<file path="config.mk">
export PLATFORM = sky130hd
export DESIGN_NAME = mssd_tx_flat
export DESIGN_NICKNAME = d
export VERILOG_FILES = /design/src/rtl/mssd_pkg.sv /design/src/rtl/mssd_tx_if.sv /design/src/rtl/mssd_shift_reg.sv /design/src/rtl/mssd_tx.sv /design/src/flat_wrapper.sv
export SDC_FILE = /design/constraint.sdc
export NUM_CORES = 1
export LEC_CHECK = 0
export CAP_MARGIN = 10
export CORE_ASPECT_RATIO = 0.9
export CORE_MARGIN = 2
export CORE_UTILIZATION = 56
export DETAILED_ROUTE_END_ITERATION = 12
export GPL_TIMING_DRIVEN = 0
export PLACE_DENSITY = 0.8
export SYNTH_ARGS = -nofsm -noshare
export SYNTH_HDL_FRONTEND = slang
export SYNTH_SLANG_ARGS = --single-unit
</file>
<file path="constraint.sdc">
create_clock -name clk -period 2.5 [get_ports clk]
set_input_delay 0.5 -clock clk [delete_from_list [all_inputs] [get_ports clk]]
set_output_delay 0.5 -clock clk [all_outputs]
set_load 0.01 [all_outputs]
</file>
<file path="src/rtl/mssd_pkg.sv">
// Shared MSSD framing types and widths, used by the transmitter and the receiver bench.
// Frame on the line: start(0), port, len, payload (N bits, MSB first), guard(1).
package mssd_pkg;

  localparam int PORT_W   = 2;
  localparam int LEN_W    = 4;
  localparam int DATA_MAX = 15;
  localparam int PORT_IW  = $clog2(PORT_W);
  localparam int LEN_IW   = $clog2(LEN_W);

  typedef enum logic [2:0] {IDLE, START, PORT, LEN, DATA, GUARD} state_t;

  typedef struct packed {
    logic [PORT_W-1:0] port;
    logic [LEN_W-1:0]  len;
  } hdr_t;

  // Left-justify the N valid payload bits so data[N-1] sits in the shifter MSB.
  function automatic logic [DATA_MAX-1:0] align_payload(input logic [DATA_MAX-1:0] d,
                                                        input logic [LEN_W-1:0]    n);
    return d << (LEN_W'(DATA_MAX) - n);
  endfunction

endpackage

</file>
<file path="src/rtl/mssd_tx_if.sv">
// Request and serial-line bundle of the MSSD transmitter.
// master = frame source / line observer, slave = transmitter.
interface mssd_tx_if;
  import mssd_pkg::*;

  logic                inValid;
  logic                inReady;
  logic [PORT_W-1:0]   port;
  logic [LEN_W-1:0]    len;
  logic [DATA_MAX-1:0] data;
  logic                serOut;
  logic                busy;
  logic                frameDone;

  modport master (output inValid, port, len, data,
                  input  inReady, serOut, busy, frameDone);

  modport slave  (input  inValid, port, len, data,
                  output inReady, serOut, busy, frameDone);

endinterface

</file>
<file path="src/rtl/mssd_shift_reg.sv">
// Loadable MSB-first shifter holding the payload; msb is the next bit to send.
// Latency: load/shift take effect at the edge; no backpressure (caller sequences it).
module mssd_shift_reg #(
  parameter int W = 15
) (
  input  logic         clk,
  input  logic         rst,
  input  logic         load,
  input  logic [W-1:0] load_dat,
  input  logic         shift_en,
  output logic         msb
);

  logic [W-1:0] sh_q;

  always_ff @(posedge clk) begin
    if (rst) begin
      sh_q <= '0;
    end else if (load) begin
      sh_q <= load_dat;
    end else if (shift_en) begin
      sh_q <= {sh_q[W-2:0], 1'b0};
    end
  end

  assign msb = sh_q[W-1];

endmodule

</file>
<file path="src/rtl/mssd_tx.sv">
// MSSD serial frame transmitter: start bit one cycle after accept, frame is 8+N cycles.
// Backpressure: inReady only in IDLE/GUARD, so back-to-back frames are separated by the guard bit.
module mssd_tx
  import mssd_pkg::*;
(
  input  logic     clk,
  input  logic     rst,
  mssd_tx_if.slave bus
);

  state_t              state_q, state_d;
  hdr_t                hdr_q;
  logic [LEN_W-1:0]    cnt_q, cnt_d;
  logic                ser_q, ser_d;
  logic                accept;
  logic                shift_en;
  logic                sh_msb;
  logic [DATA_MAX-1:0] load_dat;

  assign bus.inReady   = (state_q == IDLE) || (state_q == GUARD);
  assign accept        = bus.inValid && bus.inReady;
  assign bus.serOut    = ser_q;
  assign bus.busy      = (state_q != IDLE);
  assign bus.frameDone = (state_q == GUARD);

  assign load_dat = align_payload(bus.data, bus.len);
  assign shift_en = (state_d == DATA);

  mssd_shift_reg #(.W(DATA_MAX)) u_shift (
    .clk      (clk),
    .rst      (rst),
    .load     (accept),
    .load_dat (load_dat),
    .shift_en (shift_en),
    .msb      (sh_msb)
  );

  // ser_d is the bit for the state being entered, so serOut comes straight from a flop.
  always_comb begin
    state_d = state_q;
    cnt_d   = cnt_q;
    ser_d   = 1'b1;
    case (state_q)
      IDLE, GUARD: begin
        if (accept) begin
          state_d = START;
          cnt_d   = '0;
          ser_d   = 1'b0;
        end else begin
          state_d = IDLE;
        end
      end
      START: begin
        state_d = PORT;
        cnt_d   = LEN_W'(PORT_W - 1);
        ser_d   = hdr_q.port[cnt_d[PORT_IW-1:0]];
      end
      PORT: begin
        if (cnt_q == '0) begin
          state_d = LEN;
          cnt_d   = LEN_W'(LEN_W - 1);
          ser_d   = hdr_q.len[cnt_d[LEN_IW-1:0]];
        end else begin
          cnt_d = cnt_q - LEN_W'(1);
          ser_d = hdr_q.port[cnt_d[PORT_IW-1:0]];
        end
      end
      LEN: begin
        if (cnt_q != '0) begin
          cnt_d = cnt_q - LEN_W'(1);
          ser_d = hdr_q.len[cnt_d[LEN_IW-1:0]];
        end else if (hdr_q.len != '0) begin
          state_d = DATA;
          cnt_d   = hdr_q.len - LEN_W'(1);
          ser_d   = sh_msb;
        end else begin
          state_d = GUARD;
          cnt_d   = '0;
        end
      end
      DATA: begin
        if (cnt_q == '0) begin
          state_d = GUARD;
        end else begin
          cnt_d = cnt_q - LEN_W'(1);
          ser_d = sh_msb;
        end
      end
      default: state_d = IDLE;
    endcase
  end

  always_ff @(posedge clk) begin
    if (rst) begin
      state_q <= IDLE;
      cnt_q   <= '0;
      ser_q   <= 1'b1;
      hdr_q   <= '0;
    end else begin
      state_q <= state_d;
      cnt_q   <= cnt_d;
      ser_q   <= ser_d;
      if (accept) begin
        hdr_q.port <= bus.port;
        hdr_q.len  <= bus.len;
      end
    end
  end

endmodule

</file>
<file path="src/flat_wrapper.sv">
// flat-port wrapper written by rule: the top's interface ports become plain ports
module mssd_tx_flat import mssd_pkg::*;
  (clk, rst, bus_inValid, bus_port, bus_len, bus_data, bus_inReady, bus_serOut, bus_busy, bus_frameDone);
  mssd_tx_if bus_i ();
  input  logic clk;
  input  logic rst;
  input wire logic [$bits(bus_i.inValid)-1:0] bus_inValid;
  input wire logic [$bits(bus_i.port)-1:0] bus_port;
  input wire logic [$bits(bus_i.len)-1:0] bus_len;
  input wire logic [$bits(bus_i.data)-1:0] bus_data;
  output wire logic [$bits(bus_i.inReady)-1:0] bus_inReady;
  output wire logic [$bits(bus_i.serOut)-1:0] bus_serOut;
  output wire logic [$bits(bus_i.busy)-1:0] bus_busy;
  output wire logic [$bits(bus_i.frameDone)-1:0] bus_frameDone;
  assign bus_i.inValid = bus_inValid;
  assign bus_i.port = bus_port;
  assign bus_i.len = bus_len;
  assign bus_i.data = bus_data;
  assign bus_inReady = bus_i.inReady;
  assign bus_serOut = bus_i.serOut;
  assign bus_busy = bus_i.busy;
  assign bus_frameDone = bus_i.frameDone;
  mssd_tx u_core (.clk(clk), .rst(rst), .bus(bus_i));
endmodule
</file>
==> Flow_metrics.wiki <==
{| class="wikitable"
! Metric !! Value
|-
| Unrepaired setup endpoints after global routing || false
|-
| Final slew viol count || 0
|-
| Number of register bits inferred by synthesis || 29
|-
| Maximum fanout along the worst path || 10
|-
| Clock transition at the registers of the reported paths || 0.06 ns
|-
| Highest clock rate || 0.4176 GHz
|-
| Pin count of the biggest net entering global routing || 11
|-
| Most frequent standard cell in the layout excluding fill and tap cells || nand2_1
|-
| Net total in the final layout || 320
|-
| Final Power || 1.672 mW
|-
| Dpl cells || 337
|-
| Total placed instance area || ~0.0026 mm²
|-
| Worst-case register-to-register setup slack || 0.32 ns
|-
| Post-synthesis cell count || 265
|-
| Sequential share of power || 0.349
|-
| GRT Util Overall || 0.2599
|-
| Cell Area, Synth || 0.002292 mm²
|-
| Switch Pwr || roughly 0.62 mW
|-
| Number of inserted diodes || 0
|-
| Overflow after GRT || 0
|-
| Total CTS buffers || 5
|-
| Worst reg2reg path depth || 8
|-
| Die W || 71.44 µm
|-
| Worst Tran Pin Value || 0.5682 ns
|-
| Fraction of final layout cells with drive strength greater than 1 || 0.1763
|-
| Synth Net Count || 291
|-
| Wire length reported by the detailed router || 5.537 mm
|-
| Detailed-routing iteration count for the pre-antenna-repair pass || 5
|-
| Final weighted congestion in routability-driven placement || 0.9076
|-
| CP startpoint kind || flip-flop
|-
| Sinks on Clock Net || 29
|-
| DRC Markers || 0
|-
| Largest area contributor in the synthesized netlist || dfxtp_1
|-
| Setup Fix Bufs, Post-CTS || 0
|-
| Run status || finished clean
|-
| Clock buffer depth || 2
|-
| Detailed router's first-iteration violation count || 255
|-
| Sequential cell area fraction in the yosys report || 0.2533
|-
| DP HPWL || a little over 4 mm
|-
| Total die area || 0.004622 mm²
|-
| Worst setup endpoint || bus_inReady
|-
| Leakage component of the power || 0.9890 nW
|-
| Maximum level of the CTS H-tree || 2
|-
| Most used flip-flop cell after synthesis || dfxtp_1
|-
| Vertical extent of the die || 64.70 µm
|-
| Total of buffers placed on input and output ports || 24
|-
| Internal Pwr Total || 1.053 mW
|-
| Worst slew margin relative to its limit || 0.6212
|-
| Synthesis-to-finish area growth || 16.38%
|-
| Reg-to-reg startpoint || u_core.cnt_q[0]$_SDFFE_PP0P_
|-
| Final number of hold-violating endpoints || 0
|-
| Clock tree from TritonCTS || built
|-
| Setup TNS || 0 ns
|-
| Power Density || about 630 mW/mm²
|-
| Via count of the first global-routing pass || 2019
|-
| Core area || 0.003991 mm²
|-
| Final ANT Viol Nets || 0
|-
| WL per Instance || between 15 and 20 µm
|-
| Synth top area cells || dfxtp_1 (25%), mux4_2 (11%), mux2i_1 (5.7%)
|-
| Mean instance size in the synthesized netlist || 8.650 µm²
|-
| Data arrival time of the critical path || 1.89 ns
|-
| Cell area after layout || 0.002668 mm²
|-
| Final clock skew || 0.005982 ns
|-
| Proportion of netlist area held by the largest area contributor || 0.2533
|-
| Number of unique standard cell types used by synthesis || 58
|-
| Clock latency on the worst-skew pair || 0.28 ns
|-
| CP Class || flip-flop to output port
|-
| Effective utilization at floorplan || 0.5743
|-
| Average via count per standard cell || 6.315
|-
| Number of enable-type register cells in the synthesized netlist || 0
|-
| Nature of the critical path endpoint || output port
|-
| Commonest non-fill, non-tap cells in the layout || nand2_1 (30), dfxtp_1 (29), nor2_1 (27)
|-
| Clk pwr share || 0.224
|-
| Global-route wire length before repair || 9.632 mm
|-
| Max_cap viols || 0
|-
| Switching part of the total || 0.3705
|-
| Clock root buffer || clkbuf_8
|-
| Req. time, crit path || 2.00 ns
|-
| Fraction of synthesis flops using an asynchronous set or reset pin || 0
|-
| Count of vias placed by the detailed router || between 2000 and 2500
|-
| Number of non-filler instances in the completed layout || 343
|-
| Maximum resistive drop on vdd || 0.2588 mV
|-
| Number of warning messages in the yosys log || 0
|-
| I/O pin cnt || 28
|-
| Capture point of the worst reg-to-reg path || u_core.u_shift.sh_q[14]$_SDFFE_PP0P_
|-
| Origin of the worst setup path || u_core.state_q[1]$_SDFF_PP0_
|-
| Final critical-path share of the clock period || 0.9579
|-
| Smallest hold slack || 0.4640 ns
|-
| Antenna violations before repair || 0
|-
| Floorplan row count || 22
|-
| Count of endpoints failing setup in the final report || 0
|-
| Minimum clock period after layout || 2.395 ns
|-
| Hold Path Class || flip-flop to flip-flop
|-
| Combinational share of power || 0.427
|}
==> worst min-delay path by stage <==
stage                                         to  depth (start not counted)  slack (ns)                         start
floorplan           u_core.hdr_q[4]$_SDFFE_PP0P_                          2        0.44  u_core.hdr_q[4]$_SDFFE_PP0P_
global placement    u_core.hdr_q[4]$_SDFFE_PP0P_                          2        0.45  u_core.hdr_q[4]$_SDFFE_PP0P_
detailed placement  u_core.hdr_q[4]$_SDFFE_PP0P_                          2        0.45  u_core.hdr_q[4]$_SDFFE_PP0P_
CTS                 u_core.hdr_q[4]$_SDFFE_PP0P_                          2        0.46  u_core.hdr_q[4]$_SDFFE_PP0P_
global route        u_core.hdr_q[4]$_SDFFE_PP0P_                          2        0.51  u_core.hdr_q[4]$_SDFFE_PP0P_
finish              u_core.hdr_q[4]$_SDFFE_PP0P_                          2        0.46  u_core.hdr_q[4]$_SDFFE_PP0P_
==> per-stage QoR <==
stage	setup slack (ns)	util
detailed placement	0.1050	0.6495
floorplan	0.6176	-
CTS	0.02866	0.6702
global route	0.02055	0.6683
finish	0.1053	0.6683
global placement	0.1167	0.6495
==> flip-flops by register name, indices dropped and copies added, names as in the netlist <==
name	flops
u_core.hdr_q	6
u_core.u_shift.sh_q	15
u_core.state_q	3
u_core.cnt_q	4
u_core.bus.serOut	1
==> worst max-delay path, cell delays in order (launching register included) <==
cell and delay (ns):
dfxtp_1 0.39, clkbuf_1 0.26, or3_1 0.38, nand2_1 0.07
clkdlybuf4s50_1 0.52
==> synthesized netlist by cell type (4+ instances only) <==
library cell	count
nand2_1	30
dfxtp_1	29
nor2_1	27
a21oi_1	17
mux2i_1	13
mux4_2	11
nor3_1	11
clkbuf_1	10
o21ai_0	10
a211oi_1	6
inv_1	6
mux2_2	6
buf_2	5
nand2b_1	5
nand3_1	5
nor2b_1	5
a221oi_2	4
buf_6	4
o211ai_1	4
==> layer usage <==
metal	up-vias	wire (µm)	global-route usage
li1	1039	-	-
met1	1004	2651	0.3789
met2	112	2407	0.3843
met3	11	403	0.05443
met4	0	74	0.07783
met5	-	0	0
==> area by class of cell <==
class                   instances  area, µm²
clock buffers                   6      72.57
fillers                       332       1324
flip-flops and latches         29      580.6
clock inverters                 2      10.01
repair buffers                 24      240.2
well taps                      48      60.06
multi-input cells             207       1554
plain buffers                  21      127.6
inverters                       6      22.52
==> logic make-up after synthesis <==
logic type | after synthesis | synth area share
muxes | 30 | 0.1943
adders and majority gates | 2 | 0.01092
xor gates and xnor gates | 3 | 0.01474
AOI/OAI and AO/OA | 68 | 0.2265
and+or+nand+nor | 104 | 0.2314
DFF | 29 | 0.2533
buffers and inverters | 29 | 0.06877
==> timing repair <==
item	4_1_cts	5_1_grt
setup endpoints to repair	0	1
resized for setup	0	0
hold buffers	0	0
==> power groups by stage <==
stage | Clock, mW | Combinational (mW) | Sequential, mW
2_1_floorplan | 0 | 0.533 | 0.578
3_3_place_gp | 0 | 0.695 | 0.588
3_5_place_dp | 0 | 0.706 | 0.590
4_1_cts | 0.381 | 0.709 | 0.581
5_1_grt | 0.399 | 0.789 | 0.590
6_report | 0.375 | 0.714 | 0.583
(Power assumes the default switching activity.)
